--- config.mk ---
export PLATFORM = sky130hd
export DESIGN_NAME = video_timing_ctrl
export DESIGN_NICKNAME = d
export VERILOG_FILES = /design/src/rtl/pocket.sv /design/src/rtl/video_timing_counter.sv /design/src/rtl/video_timing_ctrl.sv
export SDC_FILE = /design/constraint.sdc
export NUM_CORES = 1
export LEC_CHECK = 0
export ABC_AREA = 1
export CAP_MARGIN = 20
export CORE_MARGIN = 5
export CORE_UTILIZATION = 32
export DETAILED_ROUTE_END_ITERATION = 12
export GPL_TIMING_DRIVEN = 0
export PLACE_DENSITY = 0.52
export SKIP_CTS_REPAIR_TIMING = 1
export SYNTH_ARGS = -nofsm -noshare
export SYNTH_HDL_FRONTEND = slang
export SYNTH_SLANG_ARGS = --single-unit
--- constraint.sdc ---
create_clock -name rgb_clk -period 6.9 [get_ports rgb_clk]
set_input_delay 1.38 -clock rgb_clk [delete_from_list [all_inputs] [get_ports rgb_clk]]
set_output_delay 1.38 -clock rgb_clk [all_outputs]
set_load 0.05 [all_outputs]
--- src/rtl/pocket.sv ---
// Shared Pocket video types: pixel format, runtime timing record, controller
// state encoding and the timing sanity check used when a new timing is offered.
package pocket;

   localparam int unsigned VT_H_W = 10;
   localparam int unsigned VT_V_W = 9;

   typedef struct packed {
      logic [7:0] r;
      logic [7:0] g;
      logic [7:0] b;
   } rgb_t;

   typedef struct packed {
      logic [VT_H_W-1:0] h_total;
      logic [VT_H_W-1:0] h_sync;
      logic [VT_H_W-1:0] h_act_start;
      logic [VT_H_W-1:0] h_act_end;
      logic [VT_V_W-1:0] v_total;
      logic [VT_V_W-1:0] v_sync;
      logic [VT_V_W-1:0] v_act_start;
      logic [VT_V_W-1:0] v_act_end;
   } video_timing_t;

   localparam video_timing_t VIDEO_TIMING_DEFAULT = '{
      h_total:     VT_H_W'(739),
      h_sync:      VT_H_W'(50),
      h_act_start: VT_H_W'(100),
      h_act_end:   VT_H_W'(500),
      v_total:     VT_V_W'(499),
      v_sync:      VT_V_W'(50),
      v_act_start: VT_V_W'(100),
      v_act_end:   VT_V_W'(460)
   };

   typedef enum logic {StIdle, StRun} vt_state_e;

   localparam logic [VT_H_W:0]   H_ONE       = (VT_H_W + 1)'(1);
   localparam logic [VT_V_W:0]   V_ONE       = (VT_V_W + 1)'(1);
   localparam logic [VT_H_W-1:0] H_TOTAL_MIN = VT_H_W'(4);

   // Active window must be non-empty and fit inside total+1; sync must lie on the raster.
   // The +1 compare is done one bit wider so h_total at full scale cannot overflow.
   function automatic logic timing_ok(input video_timing_t c);
      logic ok;
      ok = 1'b1;
      if (c.h_act_start >= c.h_act_end) ok = 1'b0;
      if ({1'b0, c.h_act_end} > ({1'b0, c.h_total} + H_ONE)) ok = 1'b0;
      if (c.h_sync > c.h_total) ok = 1'b0;
      if (c.v_act_start >= c.v_act_end) ok = 1'b0;
      if ({1'b0, c.v_act_end} > ({1'b0, c.v_total} + V_ONE)) ok = 1'b0;
      if (c.v_sync > c.v_total) ok = 1'b0;
      if (c.h_total < H_TOTAL_MIN) ok = 1'b0;
      return ok;
   endfunction

endpackage

--- src/rtl/video_timing_counter.sv ---
// Raster position counters. While run is high, h sweeps 0..h_total and v
// sweeps 0..v_total; when run is low both are parked at the origin.
module video_timing_counter
   import pocket::*;
#(
   parameter int unsigned H_W = VT_H_W,
   parameter int unsigned V_W = VT_V_W
) (
   input  logic           clk,
   input  logic           rst,
   input  logic           run,
   input  logic [H_W-1:0] h_total,
   input  logic [V_W-1:0] v_total,
   output logic [H_W-1:0] hcount,
   output logic [V_W-1:0] vcount,
   output logic           frame_wrap
);

   logic line_wrap;

   // Compare against totals before incrementing so counters never overflow.
   assign line_wrap  = run && (hcount == h_total);
   assign frame_wrap = line_wrap && (vcount == v_total);

   // Raster scan while running, held at (0,0) otherwise.
   always_ff @(posedge clk or posedge rst) begin
      if (rst) begin
         hcount <= '0;
         vcount <= '0;
      end else if (!run) begin
         hcount <= '0;
         vcount <= '0;
      end else if (line_wrap) begin
         hcount <= '0;
         vcount <= frame_wrap ? '0 : vcount + V_W'(1);
      end else begin
         hcount <= hcount + H_W'(1);
      end
   end

endmodule

--- src/rtl/video_timing_ctrl.sv ---
// Pocket video timing controller: accepts runtime timing through a one-entry
// pending slot, swaps it in only at frame boundaries, generates hs/vs/de and
// pulls pixels from the source one cycle ahead of de.
// Optional: define VIDEO_TIMING_FRAME_CNT_EN to add a 16-bit frame_count output.
module video_timing_ctrl
   import pocket::*;
#(
   parameter int unsigned H_W = VT_H_W,
   parameter int unsigned V_W = VT_V_W
) (
   input  logic           rgb_clk,
   input  logic           reset,
   input  logic           en,
   input  video_timing_t  cfg,
   input  logic           cfg_valid,
   output logic           cfg_ready,
   output logic           cfg_err,
   output logic           pix_req,
   input  rgb_t           pix_rgb,
   output logic [H_W-1:0] hcount,
   output logic [V_W-1:0] vcount,
`ifdef VIDEO_TIMING_FRAME_CNT_EN
   output logic [15:0]    frame_count,
`endif
   output rgb_t           rgb,
   output logic           de,
   output logic           skip,
   output logic           vs,
   output logic           hs
);

   vt_state_e     state;
   video_timing_t active_cfg;
   video_timing_t pending_cfg;
   logic          pending_valid;
   logic          run;
   logic          frame_wrap;
   logic          cfg_fire;
   logic          cfg_good;
   logic          act;

   assign cfg_ready = !pending_valid;
   assign cfg_fire  = cfg_valid && cfg_ready;
   assign cfg_good  = timing_ok(cfg);
   assign run       = (state == StRun);

   video_timing_counter #(
      .H_W (H_W),
      .V_W (V_W)
   ) u_counter (
      .clk        (rgb_clk),
      .rst        (reset),
      .run        (run),
      .h_total    (active_cfg.h_total),
      .v_total    (active_cfg.v_total),
      .hcount     (hcount),
      .vcount     (vcount),
      .frame_wrap (frame_wrap)
   );

   // Config slot and run/idle sequencing; timing swaps only at start or frame wrap.
   // A cfg accepted this cycle is not yet visible in pending_valid, so it waits a frame.
   always_ff @(posedge rgb_clk or posedge reset) begin
      if (reset) begin
         state         <= StIdle;
         active_cfg    <= VIDEO_TIMING_DEFAULT;
         pending_cfg   <= VIDEO_TIMING_DEFAULT;
         pending_valid <= 1'b0;
         cfg_err       <= 1'b0;
      end else begin
         // Rejected cfg still completes the handshake; only the error pulse marks it.
         cfg_err <= cfg_fire && !cfg_good;
         if (cfg_fire && cfg_good) begin
            pending_cfg   <= cfg;
            pending_valid <= 1'b1;
         end
         case (state)
            StIdle: begin
               if (en && pending_valid) begin
                  state         <= StRun;
                  active_cfg    <= pending_cfg;
                  pending_valid <= 1'b0;
               end
            end
            StRun: begin
               if (frame_wrap) begin
                  if (pending_valid) begin
                     active_cfg    <= pending_cfg;
                     pending_valid <= 1'b0;
                  end
                  if (!en) state <= StIdle;
               end
            end
            default: state <= StIdle;
         endcase
      end
   end

   assign act = run
             && (hcount >= active_cfg.h_act_start) && (hcount < active_cfg.h_act_end)
             && (vcount >= active_cfg.v_act_start) && (vcount < active_cfg.v_act_end);
   assign pix_req = act;

   // Video outputs trail the counters by one cycle, aligned with the pixel return.
   always_ff @(posedge rgb_clk or posedge reset) begin
      if (reset) begin
         de <= 1'b0;
         hs <= 1'b0;
         vs <= 1'b0;
      end else begin
         de <= act;
         hs <= run && (hcount == active_cfg.h_sync);
         vs <= run && (vcount == active_cfg.v_sync);
      end
   end

   // The source answers pix_req on the following cycle, exactly when de is high.
   assign rgb  = de ? pix_rgb : '0;
   assign skip = 1'b0;

`ifdef VIDEO_TIMING_FRAME_CNT_EN
   // Frames completed while running; frame_wrap is only ever high in RUN.
   always_ff @(posedge rgb_clk or posedge reset) begin
      if (reset) frame_count <= '0;
      else if (frame_wrap) frame_count <= frame_count + 16'd1;
   end
`endif

endmodule

Word-level counts from Yosys, hierarchy flattened
Cells that the tools add are included.
- output and inout bits: 50
- bits in registers: 177
- input bits: 104
- reduce and logical (&&, ||, !) cells: 15
- bitwise operators: 1
- multiplexer cells: 26
- add/sub/neg operators: 4
- $lt $le $gt $ge: 11
- equal/unequal tests: 8
- operators by type and width (kind ; number):
    $mux 76 ; 3
    $pmux 76 s2 ; 1
    $mux 9 ; 3
    $mux 24 ; 1
    $eq 10x10->1 ; 2
    $ge 10x10->1 ; 2
    $mux 10 ; 2
    $eq 9x9->1 ; 2
    $ge 9x9->1 ; 2
    $mux 1 ; 14
    $logic_and 1x1->1 ; 12
    $add 10x1->11 const B ; 1
    $gt 10x11->1 ; 1
    $add 10x1->10 const B ; 1
    $add 9x1->10 const B ; 1
    $gt 10x10->1 ; 1
    $gt 9x10->1 ; 1
    $lt 10x10->1 ; 1
    $lt 10x3->1 const B ; 1
    $add 9x1->9 const B ; 1
    $gt 9x9->1 ; 1
    $lt 9x9->1 ; 1
    $ne 2x1->1 const B ; 3
    $pmux 1 s2 ; 2
    other kinds (4) ; 5

Longest topological paths before layout
- depth in word-level cells: 13
- mapped depth: 21

Modules after synthesis
A second synthesis with hierarchy kept.
- cells, all modules: 1319
- area, all modules: 10836.6 um^2
- by module, submodules not included (module ; cells an instance ; area each (um^2) ; sequential area each (um^2) ; times used):
    video_timing_ctrl ; 1114 ; 9451.6 ; 4043.9 ; 1
    video_timing_counter ; 205 ; 1385.1 ; 475.5 ; 1

Worst setup path after synthesis
OpenSTA, ideal clock, no wires.
- kind: register to output
- from: register u_counter.hcount[7]
- to: output port pix_req
- stages on the path, launching flop included: 9
- slack: 2803 ps
- buffers on the path: 0
- arrival time: 2717 ps
- cell sequence: dfrtp_1 ha_1 a21oi_1 nor2_1 a211oi_1 o21ai_0 nor2_1 nand3_1 nor3_1
- longest elaborated chain between the ends: 5
- elaborated cells on any way between the ends: 6
- RTL lines (what ; RTL line ; text):
    start: declaration ; video_timing_counter.sv:14 ; output logic [H_W-1:0] hcount,
    start signal: assignment ; video_timing_counter.sv:37 ; hcount <= hcount + H_W'(1);
    $ge 10x10->1 ; video_timing_ctrl.sv:100 ; && (hcount >= active_cfg.h_act_start) && (hcount < active_cfg.h_act_end)
    $logic_and 1x1->1 ; video_timing_ctrl.sv:100 ;
    $logic_and 1x1->1 * ; video_timing_ctrl.sv:100 ;
    $logic_and 1x1->1 * (2 in series) ; video_timing_ctrl.sv:101 ; && (vcount >= active_cfg.v_act_start) && (vcount < active_cfg.v_act_end);
    end: declaration ; video_timing_ctrl.sv:18 ; output logic pix_req,
Every way passes the cells marked *; elsewhere a longest branch is shown, timed or not.

Worst setup path after layout
Same ends and word-level chain as after synthesis.

==> metrics.txt <==
non-filler cells, final 1993; reg2reg end active_cfg[53]$_DFFE_PP0P_; Via Count ~9.3k; Core Box Area around 33000 um2; largest net degree at the start of global routing 100; worst-path maximum fanout 9; antenna diode count 0; capture point of the worst path pix_req; I/O Buffers between 150 and 200; synth top area cells dfrtp_1, dfstp_2, nand2_1, ha_1, inv_1; Post-Syn Area per Cell 7.90 um2; CTS tree yes; post-synth top area share 24.4%; DRT Wirelength approximately 31000 um; cell mode on critical path nor2_1; buffers plus inverters on the worst setup path 1; Critical Path Sink Type output pin; CTS clock-pin slew for the worst setup and hold paths 0.06 ns; crit path max-delay cell type clkdlybuf4s50_1; # placed instances about 2.0k; gr usage total roughly 17%; Design Area, Final ~13000 um2; Crit. path cell count 9; critical path cell sequence ha_1, a21oi_1, nor2_1, a211oi_1, o21ai_0, nor2_1, nand3_1, nor3_1, clkdlybuf4s50_1; synthesis warning total 0; pwr dens 337 nW/um2; Seq cells post-synth 177; max-slew headroom at the worst pin a little over half; Min-Delay Path Class register to register; Hold Slack approximately 0.46 ns; WS Path Type register to output pin; CTS max path bufs 2; worst slack at placement 2.23 ns; crit path from u_counter.hcount[7]$_DFF_PP0_; Worst EP required 5.52 ns; M1 GR Usage 24.7%; worst-margin pin slew 0.711 ns; first drt pass iteration count 5; dpl hpwl between 20000 and 30000 um; RSZ-0062 raised after global routing no; Final min period between 4 and 5 ns; Post-Syn Nets roughly 1.6k; # nets final approximately 1.7k; worst vdd ir ~0.2 mV; CP peak stage delay between 0.9 and 1 ns; FF-to-FF setup slack 4.56 ns; Setup Skew just under 0.008 ns; post-route ant nets 0; fraction of layout cells with a size suffix above 1 a little under a tenth; commonest cells in the netlist nand2_1, inv_1, nand3_1; Post-Synthesis Cells 1361; root buf cell clkbuf_16; post-route clock period utilization just under 70%; CTS H-tree lvls 4; R2R cell count 11; vias per std cell roughly 4.6; Worst Path Arrival 3.28 ns; ys async rst share 100%; CP top delay family buffers and inverters; initial antenna violation count 0; number of enable flip-flop cells after synthesis 0; count of cell types in the netlist 43; MaxCap Viol Count 0; die height ~190 um; CP Launch Type register; GRT met3 Usage approximately 2.3%; RD Place Congestion around 0.86; Max Clk Rate between 200 and 250 MHz; hold path start pending_cfg[6]$_DFFE_PP1P_; mapped cell area 10700 um2; Final Util 40.2%; CTS Sinks around 180; # IOs roughly 150; Finish-stage setup viols 0; ys flop type dfrtp_1; reg2reg start u_counter.hcount[1]$_DFF_PP0_; grt met2 use between 20% and 30%; dominant cell type by area after synthesis dfrtp_1; final hold viol count 0; dpl cell area between 10000 and 15000 um2; drt drc 0; sequential share of the synthesized area 42.0%; outcome finished clean; Iter 0 DRT Violations around 500; Final WS setup about 2.2 ns; Die X a little under 200 um; vias in the first global route between 9k and 10k; Setup TNS 0 ns; Avg WL per Cell 15.6 um; num rows 67; grt total ovfl 0; Initial Utilization roughly 32%; first-pass GRT wire length approximately 50000 um; most frequent cell after synthesis nand2_1; Top Usage Layer GRT met2; worst-skew pair later-pin latency 0.43 ns; CTS buffer count 17; pins over their slew limit 0; Total Power 4.53 mW; Leak ~6.8 nW; layout overhead on the synthesized area 24.9%; die area 37400 um2
## placed cells by master (no fill, tap or decap), types with 4 or more instances in the layout
| cell type | count |
|---|---|
| nand2_1 | 446 |
| inv_1 | 154 |
| clkdlybuf4s50_1 | 151 |
| nand3_1 | 107 |
| dfrtp_1 | 105 |
| ha_1 | 97 |
| nand4_1 | 87 |
| dfstp_2 | 72 |
| nor2_1 | 55 |
| a21oi_1 | 49 |
| clkbuf_1 | 38 |
| xor2_1 | 25 |
| o21ai_0 | 17 |
| clkbuf_16 | 17 |
| xnor2_1 | 15 |
| buf_2 | 13 |
| o22ai_1 | 12 |
| nor3_1 | 10 |
| buf_4 | 7 |
| buf_6 | 7 |
| a21o_1 | 4 |
| clkinv_2 | 4 |
## state kept, by name, indices dropped and copies added, names as in the netlist
signal and count:
cfg_err 1, u_counter.hcount 10, run 1, hs 1
active_cfg 76, pending_cfg 76, vs 1, pending_valid 1
de 1, u_counter.vcount 9
## area by class of cell
cell class / instances / area, um2
buffer: 63 / 332
clock buffer: 23 / 468
clock inverter: 9 / 105
fill: 3521 / 19900
inverter: 158 / 601
multi-input combinational: 963 / 5310
sequential: 177 / 4520
tap: 448 / 561
timing repair buffer: 152 / 1540
## power breakdown
| part | total, mW | switching, mW | internal, mW |
|---|---|---|---|
| logic | 1.64 | 0.993 | 0.646 |
| clock network | 0.954 | 0.401 | 0.553 |
| registers | 1.94 | 0.321 | 1.62 |
## cell families after synthesis
group / synth area share, %
adders and majority gates: 11.3
and+or+nand+nor: 29.4
DFF: 42.0
other: 0.0349
AOI/OAI and AO/OA: 5.37
buffers and inverters: 8.60
xor gates and xnor gates: 3.26
## worst min-delay path by stage
| stage | depth (start not counted) | endpoint | slack, ns |
|---|---|---|---|
| 2_1_floorplan | 2 | pending_cfg[11]$_DFFE_PP1P_ | 0.44 |
| 3_3_place_gp | 2 | active_cfg[35]$_DFFE_PP1P_ | 0.45 |
| 3_5_place_dp | 2 | active_cfg[35]$_DFFE_PP1P_ | 0.45 |
| 4_1_cts | 2 | pending_cfg[35]$_DFFE_PP1P_ | 0.46 |
| 5_1_grt | 2 | pending_cfg[44]$_DFFE_PP1P_ | 0.48 |
| 6_report | 2 | active_cfg[6]$_DFFE_PP1P_ | 0.46 |
## per-layer routing
metal	wire length [um]	part of all wire, %	vias up
met4	403	1.3	0
met1	16200	52	4250
met3	841	2.7	25
met2	13500	44	171
li1	-	-	4807
met5	0	0	-
## tightest hold or removal path, stage by stage (launching register included)
cell and delay [ns]:
dfstp_2 0.37, nand2_1 0.06, nand2_1 0.04
Note: power is estimated with default switching activity, not from simulation.
